--- src/rtl/haar_stage_database_streamer.sv ---
// haar_stage_database_streamer
//   Streams one stage's Haar classifier database out of a synchronous ROM as
//   a valid/ready beat stream. Each beat carries the word plus its indices and
//   end flags. The flags are decided when the ROM read is issued and travel
//   with the word through a 2-entry skid buffer.
//
//   ROM layout at BASE_ADDR: N, stage threshold, then N*CLASSIFIER_WORDS
//   classifier words in classifier-major order.
//
// Ports
//   clk_fpga, reset_fpga     clock, synchronous active-high reset
//   start                    pulse that starts streaming; ignored while busy
//   rom_read/rom_address     ROM read strobe and address
//   rom_readdata             ROM data, valid the cycle after rom_read
//   o_valid/i_ready          beat handshake
//   data, index_*, end_*     beat payload
//   stage_threshold          threshold of the last streamed stage
//   o_busy, o_done           busy level, 1-cycle completion pulse
//   o_checksum_error         checksum mismatch (0 when the feature is off)
//
// Build option
//   DATABASE_CHECKSUM_EN     read one trailing checksum word after the last
//                            classifier word and compare it with the 12-bit
//                            sum of all streamed words.
module haar_stage_database_streamer #(
  parameter int DATA_WIDTH_12        = 12,
  parameter int DATA_WIDTH_16        = 16,
  parameter int CLASSIFIER_WORDS     = 18,
  parameter int CLASSIFIERS_PER_TREE = 1,
  parameter int BASE_ADDR            = 0
) (
  input  logic                     clk_fpga,
  input  logic                     reset_fpga,
  input  logic                     start,
  output logic                     rom_read,
  output logic [DATA_WIDTH_16-1:0] rom_address,
  input  logic [DATA_WIDTH_12-1:0] rom_readdata,
  output logic                     o_valid,
  input  logic                     i_ready,
  output logic [DATA_WIDTH_12-1:0] data,
  output logic [DATA_WIDTH_12-1:0] index_database,
  output logic [DATA_WIDTH_12-1:0] index_classifier,
  output logic [DATA_WIDTH_12-1:0] index_tree,
  output logic                     end_single_classifier,
  output logic                     end_tree,
  output logic                     end_database,
  output logic [DATA_WIDTH_12-1:0] stage_threshold,
  output logic                     o_busy,
  output logic                     o_done,
  output logic                     o_checksum_error
);

  localparam int DW = DATA_WIDTH_12;
  localparam int AW = DATA_WIDTH_16;
  localparam logic [AW-1:0] BASE = AW'(BASE_ADDR);

  typedef struct packed {
    logic [DW-1:0] data;
    logic [DW-1:0] idx_db;
    logic [DW-1:0] idx_cls;
    logic [DW-1:0] idx_tree;
    logic          end_sc;
    logic          end_tr;
    logic          end_db;
  } beat_t;

  typedef enum logic [2:0] {IDLE, HDR, THR, STREAM, DRAIN, DONE} state_t;
  // What the read issued last cycle was for; its data is on rom_readdata now.
  typedef enum logic [2:0] {RD_NONE, RD_HDR, RD_THR, RD_CLS, RD_CHK} rd_tag_t;

  state_t  state_q, state_d;
  rd_tag_t rd_tag_q, rd_tag_d;

  beat_t         buf_q [2];
  logic [1:0]    cnt_q;
  beat_t         iss_meta_q, meta, push_beat;
  logic [DW-1:0] n_q, idx_db_q, idx_cls_q, idx_tree_q, tree_pos_q;
  logic [AW-1:0] addr_q;
  logic [DW-1:0] thr_q;
  logic          done_q;

  logic       pop, push, inflight, issue_cls, fin, drained;
  logic [1:0] cnt_after, occ;
  logic       last_word, last_cls, last_in_tree;

`ifdef DATABASE_CHECKSUM_EN
  logic          chk_issue, chk_issued_q, chk_have_q, cerr_q;
  logic [DW-1:0] chk_word_q, chk_word, sum_q;
`endif

  always_comb begin
    pop       = (cnt_q != 2'd0) && i_ready;
    inflight  = (rd_tag_q == RD_CLS);
    push      = inflight;
    cnt_after = cnt_q - {1'b0, pop};
    // Counting this cycle's pop lets a read issue every cycle while the
    // buffer plus in-flight read never exceeds two words.
    occ       = cnt_after + {1'b0, inflight};
    drained   = !inflight && (cnt_after == 2'd0);

    last_word    = (idx_db_q == DW'(CLASSIFIER_WORDS - 1));
    last_cls     = (idx_cls_q == n_q - DW'(1));
    last_in_tree = (tree_pos_q == DW'(CLASSIFIERS_PER_TREE - 1));

    meta          = '0;
    meta.idx_db   = idx_db_q;
    meta.idx_cls  = idx_cls_q;
    meta.idx_tree = idx_tree_q;
    meta.end_sc   = last_word;
    meta.end_tr   = last_word && (last_in_tree || last_cls);
    meta.end_db   = last_word && last_cls;

    push_beat      = iss_meta_q;
    push_beat.data = rom_readdata;
  end

`ifdef DATABASE_CHECKSUM_EN
  assign chk_word = (rd_tag_q == RD_CHK) ? rom_readdata : chk_word_q;
`endif

  always_comb begin
    state_d     = state_q;
    rd_tag_d    = RD_NONE;
    rom_read    = 1'b0;
    rom_address = '0;
    issue_cls   = 1'b0;
    fin         = 1'b0;
`ifdef DATABASE_CHECKSUM_EN
    chk_issue   = 1'b0;
`endif
    case (state_q)
      IDLE: if (start) state_d = HDR;
      HDR: begin
        rom_read    = 1'b1;
        rom_address = BASE;
        rd_tag_d    = RD_HDR;
        state_d     = THR;
      end
      THR: begin
        // rom_readdata holds N (header read of the previous cycle)
        rom_read    = 1'b1;
        rom_address = BASE + AW'(1);
        rd_tag_d    = RD_THR;
`ifdef DATABASE_CHECKSUM_EN
        state_d     = (rom_readdata == '0) ? DRAIN : STREAM;
`else
        state_d     = (rom_readdata == '0) ? DONE : STREAM;
`endif
      end
      STREAM: if (occ < 2'd2) begin
        rom_read    = 1'b1;
        rom_address = addr_q;
        rd_tag_d    = RD_CLS;
        issue_cls   = 1'b1;
        if (meta.end_db) state_d = DRAIN;
      end
      DRAIN: begin
`ifdef DATABASE_CHECKSUM_EN
        if (!chk_issued_q) begin
          rom_read    = 1'b1;
          rom_address = addr_q;
          rd_tag_d    = RD_CHK;
          chk_issue   = 1'b1;
        end
        if (drained && (chk_have_q || rd_tag_q == RD_CHK)) begin
          fin     = 1'b1;
          state_d = IDLE;
        end
`else
        if (drained) begin
          fin     = 1'b1;
          state_d = IDLE;
        end
`endif
      end
      DONE: begin
        fin     = 1'b1;
        state_d = IDLE;
      end
      default: state_d = IDLE;
    endcase
  end

  always_ff @(posedge clk_fpga) begin
    if (reset_fpga) begin
      state_q    <= IDLE;
      rd_tag_q   <= RD_NONE;
      buf_q[0]   <= '0;
      buf_q[1]   <= '0;
      cnt_q      <= 2'd0;
      iss_meta_q <= '0;
      n_q        <= '0;
      idx_db_q   <= '0;
      idx_cls_q  <= '0;
      idx_tree_q <= '0;
      tree_pos_q <= '0;
      addr_q     <= '0;
      thr_q      <= '0;
      done_q     <= 1'b0;
    end else begin
      state_q  <= state_d;
      rd_tag_q <= rd_tag_d;
      done_q   <= fin;

      if (rd_tag_q == RD_THR) thr_q <= rom_readdata;

      if (state_q == THR) begin
        n_q        <= rom_readdata;
        addr_q     <= BASE + AW'(2);
        idx_db_q   <= '0;
        idx_cls_q  <= '0;
        idx_tree_q <= '0;
        tree_pos_q <= '0;
      end

      if (issue_cls) begin
        iss_meta_q <= meta;
        addr_q     <= addr_q + AW'(1);
        if (last_word) begin
          idx_db_q  <= '0;
          idx_cls_q <= idx_cls_q + DW'(1);
          if (last_in_tree) begin
            tree_pos_q <= '0;
            idx_tree_q <= idx_tree_q + DW'(1);
          end else begin
            tree_pos_q <= tree_pos_q + DW'(1);
          end
        end else begin
          idx_db_q <= idx_db_q + DW'(1);
        end
      end

      case ({push, pop})
        2'b10: begin
          buf_q[cnt_q[0]] <= push_beat;
          cnt_q           <= cnt_q + 2'd1;
        end
        2'b01: begin
          buf_q[0] <= buf_q[1];
          cnt_q    <= cnt_q - 2'd1;
        end
        2'b11: begin
          if (cnt_q == 2'd2) begin
            buf_q[0] <= buf_q[1];
            buf_q[1] <= push_beat;
          end else begin
            buf_q[0] <= push_beat;
          end
        end
        default: ;
      endcase
    end
  end

`ifdef DATABASE_CHECKSUM_EN
  always_ff @(posedge clk_fpga) begin
    if (reset_fpga) begin
      chk_issued_q <= 1'b0;
      chk_have_q   <= 1'b0;
      chk_word_q   <= '0;
      sum_q        <= '0;
      cerr_q       <= 1'b0;
    end else begin
      if (state_q == IDLE && start) begin
        chk_issued_q <= 1'b0;
        chk_have_q   <= 1'b0;
        sum_q        <= '0;
        cerr_q       <= 1'b0;
      end
      if (chk_issue) chk_issued_q <= 1'b1;
      if (rd_tag_q == RD_CHK) begin
        chk_word_q <= rom_readdata;
        chk_have_q <= 1'b1;
      end
      if (push) sum_q <= sum_q + rom_readdata;
      // no push can coincide with fin, so sum_q is complete here
      if (fin) cerr_q <= (chk_word != sum_q);
    end
  end
  assign o_checksum_error = cerr_q;
`else
  assign o_checksum_error = 1'b0;
`endif

  assign o_valid               = (cnt_q != 2'd0);
  assign data                  = buf_q[0].data;
  assign index_database        = buf_q[0].idx_db;
  assign index_classifier      = buf_q[0].idx_cls;
  assign index_tree            = buf_q[0].idx_tree;
  assign end_single_classifier = buf_q[0].end_sc;
  assign end_tree              = buf_q[0].end_tr;
  assign end_database          = buf_q[0].end_db;
  assign stage_threshold       = thr_q;
  assign o_busy                = (state_q != IDLE);
  assign o_done                = done_q;

endmodule

--- config.mk ---
export PLATFORM = sky130hd
export DESIGN_NAME = haar_stage_database_streamer
export DESIGN_NICKNAME = d
export VERILOG_FILES = /design/src/rtl/haar_stage_database_streamer.sv
export SDC_FILE = /design/constraint.sdc
export NUM_CORES = 1
export LEC_CHECK = 0
export ABC_CLOCK_PERIOD_IN_PS = 3500
export BUFFER_PORTS_ARGS = -buffer_cell sky130_fd_sc_hd__buf_4
export CAP_MARGIN = 20
export CORE_AREA = 2 2 148 150
export CTS_BUF_LIST = sky130_fd_sc_hd__clkbuf_8
export DETAILED_ROUTE_END_ITERATION = 16
export DIE_AREA = 0 0 150 152
export GPL_TIMING_DRIVEN = 0
export PLACE_DENSITY_LB_ADDON = 0.1
export SLEW_MARGIN = 20
export SYNTH_ARGS = -nofsm -noshare
export SYNTH_HDL_FRONTEND = slang
export SYNTH_SLANG_ARGS = --single-unit
--- constraint.sdc ---
create_clock -name clk_fpga -period 3.5 [get_ports clk_fpga]
set_input_delay 0.7 -clock clk_fpga [delete_from_list [all_inputs] [get_ports clk_fpga]]
set_output_delay 0.7 -clock clk_fpga [all_outputs]
set_load 0.005 [all_outputs]
==> flow_summary_export.csv <==
group,metric,value,unit
global_route,antenna_found_initial,0,
sta,slew_viol_final,0,
critical_path,worstPathArrival,2.68,ns
finish,post-route-cell-area,0.01254,mm2
finish,post-route-util,58.73,%
sta,rsz0062_at_grt,"no",
job,maxCapViolations,0,
routing,wirelength,26.27,mm
logic_synthesis,synth_top_area_share,29.36,%
critical_path,path_cells,"or2_2 -> nand2_2 -> inv_1 -> ha_4 -> nand3b_1 -> buf_6 -> xnor2_4 -> buf_6 -> buf_4 -> and3_1 -> buf_4",
finish,drive_gt1_share,16.31,%
logic_synthesis,synth_edf_count,102,
logic_synthesis,synth_fp_nets,1103,
finish,fill_cells,1943,
routing,first_iter_violations,614,
routing,routed_via_density,5.506,
global_route,grt_pass1_vias,7744,
finish,multiInputGateArea,0.004423,mm2
critical_path,path_buf_inv,5,
sta,fin_crit,3.384,ns
place,postPlaceCellArea,0.01159,mm2
critical_path,crit_slowest_cell,"dfxtp_4",
place,gp_congestion,0.8900,
floorplanning,coreArea,0.02135,mm2
critical_path,critPathMaxFanout,8,
global_route,overflow,0,
power_and_ir_drop,p_leak,4.631,nW
place,dpl.cell_count,1458,
sta,min_period_over_period,96.70,%
sta,timing.hold.ws,0.4407,ns
logic_synthesis,yosysUniqueCellTypes,59,
logic_synthesis,synthCells,1075,
routing,vias,8463,
clock_tree,cts_tree,"done",
routing,drc,0,
power_and_ir_drop,power_density,485.8,mW/mm2
finish,stdcell_count,1537,
clock_tree,cts_hold_buf,0,
logic_synthesis,ys_top_cells_by_area,"edfxtp_1 29%, dfxtp_1 26%, nand2_1 5.9%",
floorplanning,die_area,0.02280,mm2
logic_synthesis,syn_avg_cell_area,9.705,um2
floorplanning,rows,54,
routing,ant_nets,0,
clock_tree,numCtsBuffers,41,
power_and_ir_drop,vdd_ir_drop_max,242.0,uV
run_status,status,"finished, final reports clean",
critical_path,max_stage_delay,0.36,ns
finish,antennaDiodeCount,0,
logic_synthesis,yosysTopAreaCell,"edfxtp_1",
clock_tree,clkSinkCount,237,
clock_tree,htreeDepth,2,
logic_synthesis,yosysSeqAreaShare,55.27,%
critical_path,required,2.80,ns
sta,max_slew_margin,30.87,%
sta,skew,0.01268,ns
sta,hold_violations,0,
floorplanning,initial_core_util,48.86,%
logic_synthesis,synthFlopType,"dfxtp_1",
global_route,grtUsageTotal,22.84,%
finish,nets,1255,
floorplanning,num_io_pins,100,
logic_synthesis,ys_seq_elements,237,
sta,finalSetupViolations,0,
logic_synthesis,postSynth.asyncResetShare,0,%
clock_tree,clock_path_buffers,3,
routing,wl_per_cell,17.09,um
place,portBuffers,98,
critical_path,worstSetupEndpointType,"output port",
routing,drt-pass1-iter-count,5,
logic_synthesis,syn_area,0.01043,mm2
logic_synthesis,ys.warnings.count,0,
sta,worst_pin_slew,1.032,ns
hold_path,hold_path_class,"in2reg",
sta,fmax,295.5,MHz
critical_path,crit_type,"reg2out",
finish,areaGrowthSynthToFinish,20.20,%
floorplanning,die_w,150,um
clock_tree,clock_latency,0.53,ns
critical_path,startpoint_type,"flip-flop",
clock_tree,clock-root-buffer,"clkbuf_8",
floorplanning,die_h,152,um
global_route,grt_max_degree,37,
critical_path,critical-path-top-delay-family,"simple AND/OR/NAND/NOR gates",
finish,final-seq-area,0.005773,mm2
clock_tree,clkTransAtPathRegs,0.05,ns
global_route,grt_pass1_wl,41.34,mm
place,place_hpwl,18.45,mm
## metal layers
| metal | GRT usage (%) | vias up | wire length (um) |
|---|---|---|---|
| li1 | - | 4194 | - |
| met1 | 32.12 | 3991 | 12060 |
| met2 | 35.73 | 232 | 12160 |
| met3 | 3.904 | 46 | 1426 |
| met4 | 7.907 | 0 | 627 |
| met5 | 0 | - | 0 |
## cells in the final DEF, fill, tap and decap left out, types with 33 or more instances in the layout
master / count
buf_4: 108
dfxtp_1: 133
clkbuf_8: 50
and2_1: 55
nor2_1: 78
clkbuf_1: 54
nand2_1: 163
a22o_1: 51
edfxtp_1: 102
nand3_1: 33
a21oi_1: 115
## timing repair
item	CTS	global route
endpoints found under the hold margin	0	0
buffers inserted	6	1
endpoints found under the setup margin	14	17
pin swaps	2	0
gates resized for setup	20	8
## cell usage after synthesis, types with 2 or more instances
| master | instances |
|---|---|
| nand3b_1 | 14 |
| dfxtp_1 | 135 |
| a311oi_1 | 16 |
| inv_1 | 11 |
| nand4_1 | 19 |
| nor4_4 | 2 |
| buf_4 | 2 |
| buf_1 | 2 |
| o21ai_0 | 27 |
| nor4_1 | 8 |
| nand2_1 | 165 |
| nor3_1 | 25 |
| a22o_1 | 51 |
| o211a_1 | 4 |
| a21oi_1 | 115 |
| edfxtp_1 | 102 |
| mux2_2 | 2 |
| and3_1 | 26 |
| a31oi_1 | 11 |
| nand3_1 | 33 |
| and4b_1 | 3 |
| xor2_1 | 7 |
| a211oi_1 | 7 |
| nand2b_1 | 5 |
| and2_1 | 55 |
| nor2_1 | 79 |
| a21o_1 | 2 |
| o211ai_1 | 3 |
| or3_1 | 12 |
| ha_1 | 12 |
| or3b_2 | 2 |
| nor2b_1 | 7 |
| buf_2 | 8 |
| or4_1 | 2 |
| nor2_2 | 2 |
| nand4b_1 | 2 |
| xnor2_1 | 10 |
| nor4b_1 | 4 |
| a41oi_1 | 3 |
| or2_2 | 5 |
| clkbuf_1 | 57 |
## worst reg2reg max path, stage by stage, from the launching register on
cell and delay [ns]:
dfxtp_4 0.36, or2_2 0.32, nand2_2 0.09, inv_1 0.09, ha_4 0.22, nand3b_1 0.16, buf_6 0.15, xor2_4 0.20
buf_4 0.22, nor4_4 0.59, and2_4 0.28, a41oi_1 0.13, a311oi_2 0.24
## stage by stage
stage | power (W) | setup slack (ns) | setup TNS, ns
6_report | 0.006092 | 0.1157 | 0
5_1_grt | 0.006356 | 0.01145 | 0
4_1_cts | 0.006150 | 0.004674 | 0
3_5_place_dp | 0.003730 | -0.2481 | -0.4267
3_3_place_gp | 0.003716 | -0.5915 | -30.24
2_1_floorplan | 0.003461 | 0.4394 | 0
## report_power, final
group / leakage, nW / internal, W / switching, W
Combinational: 2.03 / 0.000241 / 0.000415
Sequential: 2.12 / 0.00298 / 0.0000534
Clock: 0.479 / 0.00134 / 0.00106
Total: 4.63 / 0.00456 / 0.00153
## final cells by class
type	instances	share of cell area (%)
tap	280	2.794
inverter	12	0.3592
clock inverter	24	0.9878
sequential	237	46.04
timing repair buffer	110	6.835
clock buffer	49	5.378
multi-input combinational	757	35.27
buffer	68	2.335
## final timing paths
kind / from / to / slack [ns] / cells after the start
min reg2reg: stage_threshold[3]$_SDFFE_PP0N_ / stage_threshold[3]$_SDFFE_PP0N_ / 0.46 / 2
min: start / state_q[0]$_SDFFE_PP0P_ / 0.44 / 3
max: cnt_q[0]$_SDFFE_PP0P_ / rom_address[2] / 0.12 / 11
max reg2reg: cnt_q[0]$_SDFFE_PP0P_ / tree_pos_q[10]$_SDFF_PP0_ / 0.36 / 12
## sequential cells by signal, summed over array words and instances (netlist names)
register         count
n_q                 12
idx_db_q            12
iss_meta_q          39
o_done               1
stage_threshold     12
rd_tag_q             2
addr_q              16
buf_q              102
cnt_q                2
idx_tree_q          12
tree_pos_q          12
state_q              3
idx_cls_q           12
## logic make-up after synthesis
logic type	count (synthesis)	share of synthesized area (%)
other	1	0.03595
AO/OA/AOI/OAI	248	15.41
adder cells (fa/ha/maj)	12	1.439
multiplexers	2	0.2159
AND/OR/NAND/NOR	475	22.81
flip-flops	237	55.27
buffers and inverters	81	3.082
XOR/XNOR	19	1.739
(Power assumes the default switching activity.)
